## config.mk

```make
export PLATFORM = sky130hd
export DESIGN_NAME = resp_misr_collector
export DESIGN_NICKNAME = d
export VERILOG_FILES = /design/src/rtl/resp_cmp_pkg.sv /design/src/rtl/misr32_step.sv /design/src/rtl/resp_misr_collector.sv
export SDC_FILE = /design/constraint.sdc
export NUM_CORES = 1
export LEC_CHECK = 0
export CORE_MARGIN = 1.5
export CORE_UTILIZATION = 45
export CTS_CLUSTER_DIAMETER = 80
export CTS_CLUSTER_SIZE = 16
export DETAILED_ROUTE_END_ITERATION = 8
export DONT_BUFFER_PORTS = 1
export PLACE_DENSITY = 0.59
export RECOVER_POWER = 100
export SYNTH_ARGS = -nofsm -noshare
export SYNTH_HDL_FRONTEND = slang
export SYNTH_HIERARCHICAL = 1
export SYNTH_SLANG_ARGS = --single-unit
```

## constraint.sdc

```tcl
create_clock -name clk -period 4.2 [get_ports clk]
set_input_delay 1.26 -clock clk [delete_from_list [all_inputs] [get_ports clk]]
set_output_delay 1.26 -clock clk [all_outputs]
set_load 0.005 [all_outputs]
```

## src/rtl/resp_cmp_pkg.sv

```systemverilog
// Shared types and helpers for the response MISR collector and its software-model cross-check.
package resp_cmp_pkg;

  typedef enum logic [1:0] {
    ST_IDLE,
    ST_SKIP,
    ST_COLLECT,
    ST_DRAIN
  } state_t;

  localparam logic [31:0] POLY_DEFAULT = 32'h04C11DB7;
  localparam logic [31:0] SEED_DEFAULT = 32'hFFFFFFFF;

  // Widest response bus fold_xor accepts; narrower buses are zero-extended by the caller.
  localparam int FOLD_MAX_W = 256;

  function automatic logic [31:0] fold_xor(input logic [FOLD_MAX_W-1:0] data);
    logic [31:0] acc;
    acc = '0;
    for (int k = 0; k < FOLD_MAX_W / 32; k++) begin
      acc = acc ^ data[32*k +: 32];
    end
    return acc;
  endfunction

endpackage

```

## src/rtl/misr32_step.sv

```systemverilog
// One MISR step: fold the response bus to 32 bits, then shift with polynomial feedback.
module misr32_step
  import resp_cmp_pkg::*;
#(
  parameter int          OUT_W = 159,
  parameter logic [31:0] POLY  = POLY_DEFAULT
) (
  input  logic [31:0]      sig,
  input  logic [OUT_W-1:0] data,
  output logic [31:0]      sig_next
);

  logic [FOLD_MAX_W-1:0] data_ext;
  logic [31:0]           fold;

  assign data_ext = FOLD_MAX_W'(data);
  assign fold     = fold_xor(data_ext);
  assign sig_next = {sig[30:0], 1'b0} ^ (sig[31] ? POLY : 32'h0) ^ fold;

endmodule

```

## src/rtl/resp_misr_collector.sv

```systemverilog
// Compacts a programmed window of out_flat samples into a 32-bit MISR signature and
// reads out {signature, sample count} as a two-word valid/ready stream.
module resp_misr_collector
  import resp_cmp_pkg::*;
#(
  parameter int                OUT_W = 159,
  parameter int                SIG_W = 32,
  parameter int                CNT_W = 16,
  parameter logic [SIG_W-1:0]  POLY  = POLY_DEFAULT,
  parameter logic [SIG_W-1:0]  SEED  = SEED_DEFAULT
) (
  input  logic             clk,
  input  logic             rst_n,
  input  logic             start,
  input  logic [CNT_W-1:0] skip_cyc,
  input  logic [CNT_W-1:0] num_cyc,
  input  logic [OUT_W-1:0] out_flat,
  output logic             busy,
  output logic             rd_valid,
  input  logic             rd_ready,
  output logic [SIG_W-1:0] rd_data,
  output logic             rd_last,
  output logic             done
);

  state_t             state;
  state_t             state_nxt;
  logic [SIG_W-1:0]   sig;
  logic [SIG_W-1:0]   sig_next;
  logic [CNT_W-1:0]   skip_left;
  logic [CNT_W-1:0]   coll_left;
  logic [CNT_W-1:0]   sample_cnt;
  logic               word_sel;

  misr32_step #(
    .OUT_W (OUT_W),
    .POLY  (POLY)
  ) u_step (
    .sig      (sig),
    .data     (out_flat),
    .sig_next (sig_next)
  );

  always_ff @(posedge clk or negedge rst_n) begin
    if (!rst_n) state <= ST_IDLE;
    else        state <= state_nxt;
  end

  always_comb begin
    state_nxt = state;
    busy      = 1'b0;
    rd_valid  = 1'b0;
    rd_last   = 1'b0;
    rd_data   = '0;
    case (state)
      ST_IDLE: begin
        if (start) begin
          if (skip_cyc != '0)     state_nxt = ST_SKIP;
          else if (num_cyc != '0) state_nxt = ST_COLLECT;
          else                    state_nxt = ST_DRAIN;
        end
      end
      ST_SKIP: begin
        busy = 1'b1;
        if (skip_left == CNT_W'(1)) state_nxt = (coll_left != '0) ? ST_COLLECT : ST_DRAIN;
      end
      ST_COLLECT: begin
        busy = 1'b1;
        if (coll_left == CNT_W'(1)) state_nxt = ST_DRAIN;
      end
      ST_DRAIN: begin
        busy     = 1'b1;
        rd_valid = 1'b1;
        rd_last  = word_sel;
        rd_data  = word_sel ? SIG_W'(sample_cnt) : sig;
        if (word_sel && rd_ready) state_nxt = ST_IDLE;
      end
      default: state_nxt = ST_IDLE;
    endcase
  end

  // skip_left / coll_left double as the latched skip_cyc / num_cyc, counted down to 1.
  always_ff @(posedge clk or negedge rst_n) begin
    if (!rst_n) begin
      sig        <= SEED;
      skip_left  <= '0;
      coll_left  <= '0;
      sample_cnt <= '0;
      word_sel   <= 1'b0;
      done       <= 1'b0;
    end else begin
      case (state)
        ST_IDLE: begin
          if (start) begin
            sig        <= SEED;
            skip_left  <= skip_cyc;
            coll_left  <= num_cyc;
            sample_cnt <= '0;
            word_sel   <= 1'b0;
            done       <= 1'b0;
          end
        end
        ST_SKIP: skip_left <= skip_left - CNT_W'(1);
        ST_COLLECT: begin
          sig        <= sig_next;
          sample_cnt <= sample_cnt + CNT_W'(1);
          coll_left  <= coll_left - CNT_W'(1);
        end
        ST_DRAIN: begin
          if (rd_ready) begin
            if (word_sel) begin
              done     <= 1'b1;
              word_sel <= 1'b0;
            end else begin
              word_sel <= 1'b1;
            end
          end
        end
        default: ;
      endcase
    end
  end

endmodule

```

# ---- Yosys cells after proc, flatten, opt, wreduce, memory -nomap -nowiden
# Cells that the tools add are included.
dict set report totals {
  ff_bits 84
  latch_bits 0
  ram_bits 0
  rom_bits 0
  input_bits 195
  mem_count 0
}
dict set report classes {
  addsub 3
  mul 0
  div_mod_pow 0
  order_cmp 0
  eq_ne 11
  n_shift 0
  n_mux 29
  n_bitwise 6
  n_reduce_logical 14
}
# cell n
set op_table {}
lappend op_table {{bitwise XOR 32 bit} 4}
lappend op_table {{two-way mux 32 bit} 3}
lappend op_table {{one-hot mux 16 bit (2 select lines)} 3}
lappend op_table {{one-hot mux 32 bit (2 select lines)} 1}
lappend op_table {{two-way mux 16 bit} 3}
lappend op_table {{nonzero test 16 bit} 3}
lappend op_table {{== test 16 x 1 -> 1 bit, second input constant} 2}
lappend op_table {{subtractor 16 x 1 -> 16 bit, second input constant} 2}
lappend op_table {{bitwise XOR 32 x 27 -> 32 bit} 1}
lappend op_table {{bitwise XOR 32 x 31 -> 32 bit} 1}
lappend op_table {{two-way mux 27 bit} 1}
lappend op_table {{adder 16 x 1 -> 16 bit, second input constant} 1}
lappend op_table {{!= test 2 bit, second input constant} 6}
lappend op_table {{two-way mux 1 bit} 10}
lappend op_table {{two-way mux 2 bit} 5}
lappend op_table {{one-hot mux 2 bit (4 select lines)} 1}
lappend op_table {{AND reduction 4 bit} 2}
lappend op_table {{nonzero test 2 bit} 3}
lappend op_table {{== test 2 bit, second input constant} 2}
lappend op_table {{one-hot mux 1 bit (2 select lines)} 2}
lappend op_table {{AND reduction 2 bit} 2}
lappend op_table {{AND reduction 3 bit} 1}
lappend op_table {{OR reduction 3 bit} 1}
lappend op_table {{== test 2 x 1 -> 1 bit, second input constant} 1}
lappend op_table {{other kinds (2)} 2}

# ---- Logic depth before layout (Yosys ltp)
dict set report logic_depth {
  depth_word 6
  ltp_mapped 9
  ltp_nobuf 7
}

# ---- Hierarchy
# The synthesis kept the hierarchy.
# module instances cells_each area_per_inst_um2
set modules_own_cells {}
lappend modules_own_cells {resp_misr_collector 1 521 4789.6}
lappend modules_own_cells {misr32_step 1 128 1757.9}

# ---- Least setup slack after synthesis
# Ideal clock, no wire load.
dict set report synth_path {
  path_type {register to output}
  start {register state[0]}
  end {output rd_data[21]}
  arrival_time_ns 1.495
  slack_ns 1.445
  path_stages_with_launch 6
  n_path_buf 1
  path_cell_list {dfrtp_1 > ha_1 > clkinv_1 > nor2_1 > clkbuf_1 > and2_1}
}
dict set report synth_via {
  elab_chain_cells 2
}
# element line_no
set synth_rtl {}
lappend synth_rtl {{start: declaration} resp_misr_collector.sv:26} ;# state_t state;
lappend synth_rtl {{start signal: assignment} resp_misr_collector.sv:46} ;# else state <= state_nxt;
lappend synth_rtl {{== test 2 bit} resp_misr_collector.sv:55} ;# case (state)
lappend synth_rtl {{two-way mux 32 bit} resp_misr_collector.sv:55}
lappend synth_rtl {{end: declaration} resp_misr_collector.sv:21} ;# output logic [SIG_W-1:0] rd_data,
# No other way between the ends.

# ---- Final worst setup path
# Ends and elaborated chain as after synthesis.

==> tab_implementation.tex <==
\begin{tabular}{lr}
\hline
Metric & Value \\
\hline
\multicolumn{2}{l}{\textbf{Clock tree}} \\
Clk pin slew, worst setup/hold paths & 0.07 ns \\
Post-CTS repair timing setup buffer count & 0 \\
Count of cells resized by post-cts repair & 0 \\
Clock buffers created by TritonCTS & 9 \\
Number of H-tree levels & 3 \\
Hold bufs inserted after CTS & 0 \\
Clock tree from TritonCTS & yes \\
Clk Tree Root Cell & sky130\_fd\_sc\_hd\_\_clkbuf\_16 \\
Deepest clock path buffer count & 2 \\
TritonCTS sink count & 84 \\
Worst-Skew Late Latency & 0.34 ns \\
\multicolumn{2}{l}{\textbf{Die}} \\
Die width & 124 µm \\
Total I/O pin count & 231 \\
Core region area & 0.0140 mm² \\
Die Outline Area & 0.0153 mm² \\
Number of standard-cell rows in the floorplan & 43 \\
Die height & 124 µm \\
Starting density of the core & 0.466 \\
\multicolumn{2}{l}{\textbf{Flow run}} \\
Number of maximum-capacitance violations & 0 \\
\multicolumn{2}{l}{\textbf{Yosys}} \\
Seq/Total Area, Yosys & 0.327 \\
Commonest cells in the synthesized netlist & 85 x sky130\_fd\_sc\_hd\_\_xnor2\_1, 61 x sky130\_fd\_sc\_hd\_\_nor2\_1, 52 x sky130\_fd\_sc\_hd\_\_dfrtp\_1 \\
Most common cell in the netlist & sky130\_fd\_sc\_hd\_\_xnor2\_1 \\
Number of enable flip-flop cells after synthesis & 0 \\
Post-synthesis cell type count & 59 \\
Gate count after technology mapping & 649 \\
Syn avg cell area & 10.1 µm² \\
Syn Nets & 853 \\
Synth Flop Type & sky130\_fd\_sc\_hd\_\_dfrtp\_1 \\
Yosys warning total & 6 \\
Largest area contributor in the netlist & sky130\_fd\_sc\_hd\_\_dfrtp\_1 \\
Fraction of post-synthesis cell area in the top cell type by area & 0.199 \\
Asr flop ratio synth & 1.00 \\
FF+latch count, synth & 84 \\
Biggest area contributors in the synthesized netlist & sky130\_fd\_sc\_hd\_\_dfrtp\_1 20\%, sky130\_fd\_sc\_hd\_\_xnor3\_1 14\%, sky130\_fd\_sc\_hd\_\_dfstp\_2 13\% \\
Netlist area before placement & 0.00655 mm² \\
\multicolumn{2}{l}{\textbf{Detailed routing}} \\
Routed wirelength normalized by instance count & 18.1 µm \\
First DRT Iteration DRCs & 254 \\
Via count normalized by instance count & 5.80 \\
Met3 routed WL & 1.06 mm \\
Met2 WL & 7.41 mm \\
Routed Wire Length & 14.9 mm \\
Uppermost layer routed & met4 \\
Router iterations before antenna repair & 4 \\
Total via count after detailed routing & 4,769 \\
Post-DRT Antenna Nets & 0 \\
DRC viols & 0 \\
Routed met1 length & 6.21 mm \\
\multicolumn{2}{l}{\textbf{Final layout}} \\
Share of final-layout standard cells stronger than drive strength 1 & 0.107 \\
Layout fillers & 1,313 \\
Nets & 841 \\
Layout Area Growth over Synthesis & 6.40\% \\
Antenna cell count & 0 \\
\multicolumn{2}{l}{\textbf{GRT}} \\
Wire length of the first global-routing pass & 22.9 mm \\
Pin count of the biggest net entering global routing & 85 \\
Initial antenna violation count & 0 \\
Total Routing Usage GR & 0.195 \\
Gr ovfl total & 0 \\
Vias in the first global route & 4,597 \\
\multicolumn{2}{l}{\textbf{Timing}} \\
Count of final setup violators & 0 \\
Final period utilization & 0.800 \\
Minimum clock period after layout & 3.36 ns \\
Post-route setup slack & 0.838 ns \\
Clock skew & 0.0101 ns \\
Slew of the pin with the lowest slew margin & 1.29 ns \\
Setup repair after global routing missed its margin & no \\
Remaining max-slew budget at the tightest pin & 0.143 \\
Total negative setup slack & 0 ns \\
Final count of hold timing violations & 0 \\
Final count of pins violating max slew & 0 \\
Maximum achievable frequency & 297 MHz \\
\multicolumn{2}{l}{\textbf{Placed design}} \\
Count of input and output buffers & 0 \\
Placed wire-length estimate & 11.0 mm \\
Placer congestion estimate & 0.807 \\
Post-Place Worst Slack & 1.25 ns \\
\multicolumn{2}{l}{\textbf{Power}} \\
Leakage & 2.88 nW \\
IR drop worst, VDD & 0.194 mV \\
Cell Pwr Density & 265 mW/mm² \\
\multicolumn{2}{l}{\textbf{Setup path}} \\
Worst path required time & 2.94 ns \\
Worst Setup Path Type & reg -> out \\
Type of element launching the critical path & flip-flop \\
Data arrival time of the critical path & 2.10 ns \\
Critical path fanouts, max & 18 \\
Endpoint type of the worst setup path & output port \\
\multicolumn{2}{l}{\textbf{Outcome}} \\
Result of the run & completed \\
\multicolumn{2}{l}{\textbf{Worst hold path}} \\
Hold/Removal Path Class & reg -> reg \\
\hline
\end{tabular}
==> where the power goes <==
| group | switching, W | internal, W |
|---|---|---|
| Sequential | 0 | 0.000811 |
| Combinational | 0.0000674 | 0.000183 |
| Clock | 0.000326 | 0.000457 |
| Total | 0.000394 | 0.00145 |
==> layer usage <==
| metal | up-vias | global-route usage |
|---|---|---|
| met5 | - | 0 |
| met4 | 0 | 0.0625 |
| met3 | 14 | 0.0394 |
| met2 | 175 | 0.339 |
| met1 | 2297 | 0.243 |
| li1 | 2283 | - |
==> final timing paths <==
check | start | to | slack (ns) | cells past startpoint
worst max-delay path | state[0] | rd_data[21] | 0.84 | 5
worst min-delay path | sig[5] | sig[5] | 0.52 | 2
worst max register to register | state[1] | sample_cnt[5] | 0.91 | 8
worst min register to register | sig[5] | sig[5] | 0.52 | 2
max in group asynchronous | rst_n | sig[16] | 3.34 | 0
min in group asynchronous | rst_n | skip_left[4] | 0.61 | 0
==> logic make-up (layout without fill, tap and decap cells) <==
logic type,after synthesis,after routing,synth area share
DFF,84,84,0.327
and+or+nand+nor,192,192,0.157
adders and majority gates,9,9,0.0172
muxes,31,31,0.0483
xor gates and xnor gates,138,138,0.281
buffers and inverters,56,49,0.0342
AOI/OAI and AO/OA,139,139,0.134
==> critical path, cell delays in order, from the launching register on <==
cell	delay, ns
sky130_fd_sc_hd__dfrtp_1	0.39
sky130_fd_sc_hd__ha_1	0.35
sky130_fd_sc_hd__clkinv_1	0.14
sky130_fd_sc_hd__nor2_1	0.10
sky130_fd_sc_hd__clkbuf_1	0.50
sky130_fd_sc_hd__and2_0	0.28
==> state kept, by name, summed over array words and instances (netlist names) <==
name and flops:
sample_cnt 16, skip_left 16, sig 32, state 2, coll_left 16, done 1, word_sel 1
==> cell type report <==
type	instances	area [µm²]	share of cell area
well taps	180	225	0.0323
inverters	26	97.6	0.0140
multi-input cells	509	4170	0.599
flip-flops and latches	84	2140	0.307
clock inverters	7	67.6	0.00970
repair buffers	7	36.3	0.00521
clock buffers	9	225	0.0323
==> cell usage in the layout (no fill, tap or decap), types with 2 or more instances in the layout <==
cell,n
sky130_fd_sc_hd__and2_0,16
sky130_fd_sc_hd__inv_1,25
sky130_fd_sc_hd__clkinv_2,3
sky130_fd_sc_hd__mux2_1,2
sky130_fd_sc_hd__nor4_2,2
sky130_fd_sc_hd__o21ai_1,3
sky130_fd_sc_hd__nor3_1,6
sky130_fd_sc_hd__o22ai_1,21
sky130_fd_sc_hd__xnor3_1,41
sky130_fd_sc_hd__nand4_1,5
sky130_fd_sc_hd__a31oi_1,16
sky130_fd_sc_hd__xnor2_1,85
sky130_fd_sc_hd__nor2b_1,2
sky130_fd_sc_hd__dfstp_2,32
sky130_fd_sc_hd__nor4b_1,2
sky130_fd_sc_hd__and3_1,5
sky130_fd_sc_hd__xnor3_4,4
sky130_fd_sc_hd__nand3_1,15
sky130_fd_sc_hd__clkbuf_1,3
sky130_fd_sc_hd__dfrtp_1,52
sky130_fd_sc_hd__nand2b_1,4
sky130_fd_sc_hd__or3_1,6
sky130_fd_sc_hd__buf_4,2
sky130_fd_sc_hd__ha_1,9
sky130_fd_sc_hd__clkbuf_2,2
sky130_fd_sc_hd__or4_1,2
sky130_fd_sc_hd__nor3b_1,3
sky130_fd_sc_hd__clkinvlp_4,3
sky130_fd_sc_hd__clkbuf_16,9
sky130_fd_sc_hd__nor2_1,61
sky130_fd_sc_hd__mux2i_1,29
sky130_fd_sc_hd__xor2_1,8
sky130_fd_sc_hd__nor4_1,8
sky130_fd_sc_hd__o22a_1,19
sky130_fd_sc_hd__and4_1,3
sky130_fd_sc_hd__nor4_4,2
sky130_fd_sc_hd__a21oi_1,45
sky130_fd_sc_hd__nand2_1,41
sky130_fd_sc_hd__o21ai_0,24
==> metrics by stage <==
stage,hold WS (ns),cells,power [W],utilization,cell area (µm²)
after floorplan,0.472,649,0.00105,-,6550
after global placement,0.501,806,0.00107,0.478,6710
after detailed placement,0.511,806,0.00108,0.478,6710
after CTS,0.521,822,0.00187,0.498,7000
after global routing,0.536,822,0.00193,0.496,6970
final,0.523,822,0.00184,0.496,6970
Note: power is estimated with default switching activity, not from simulation.
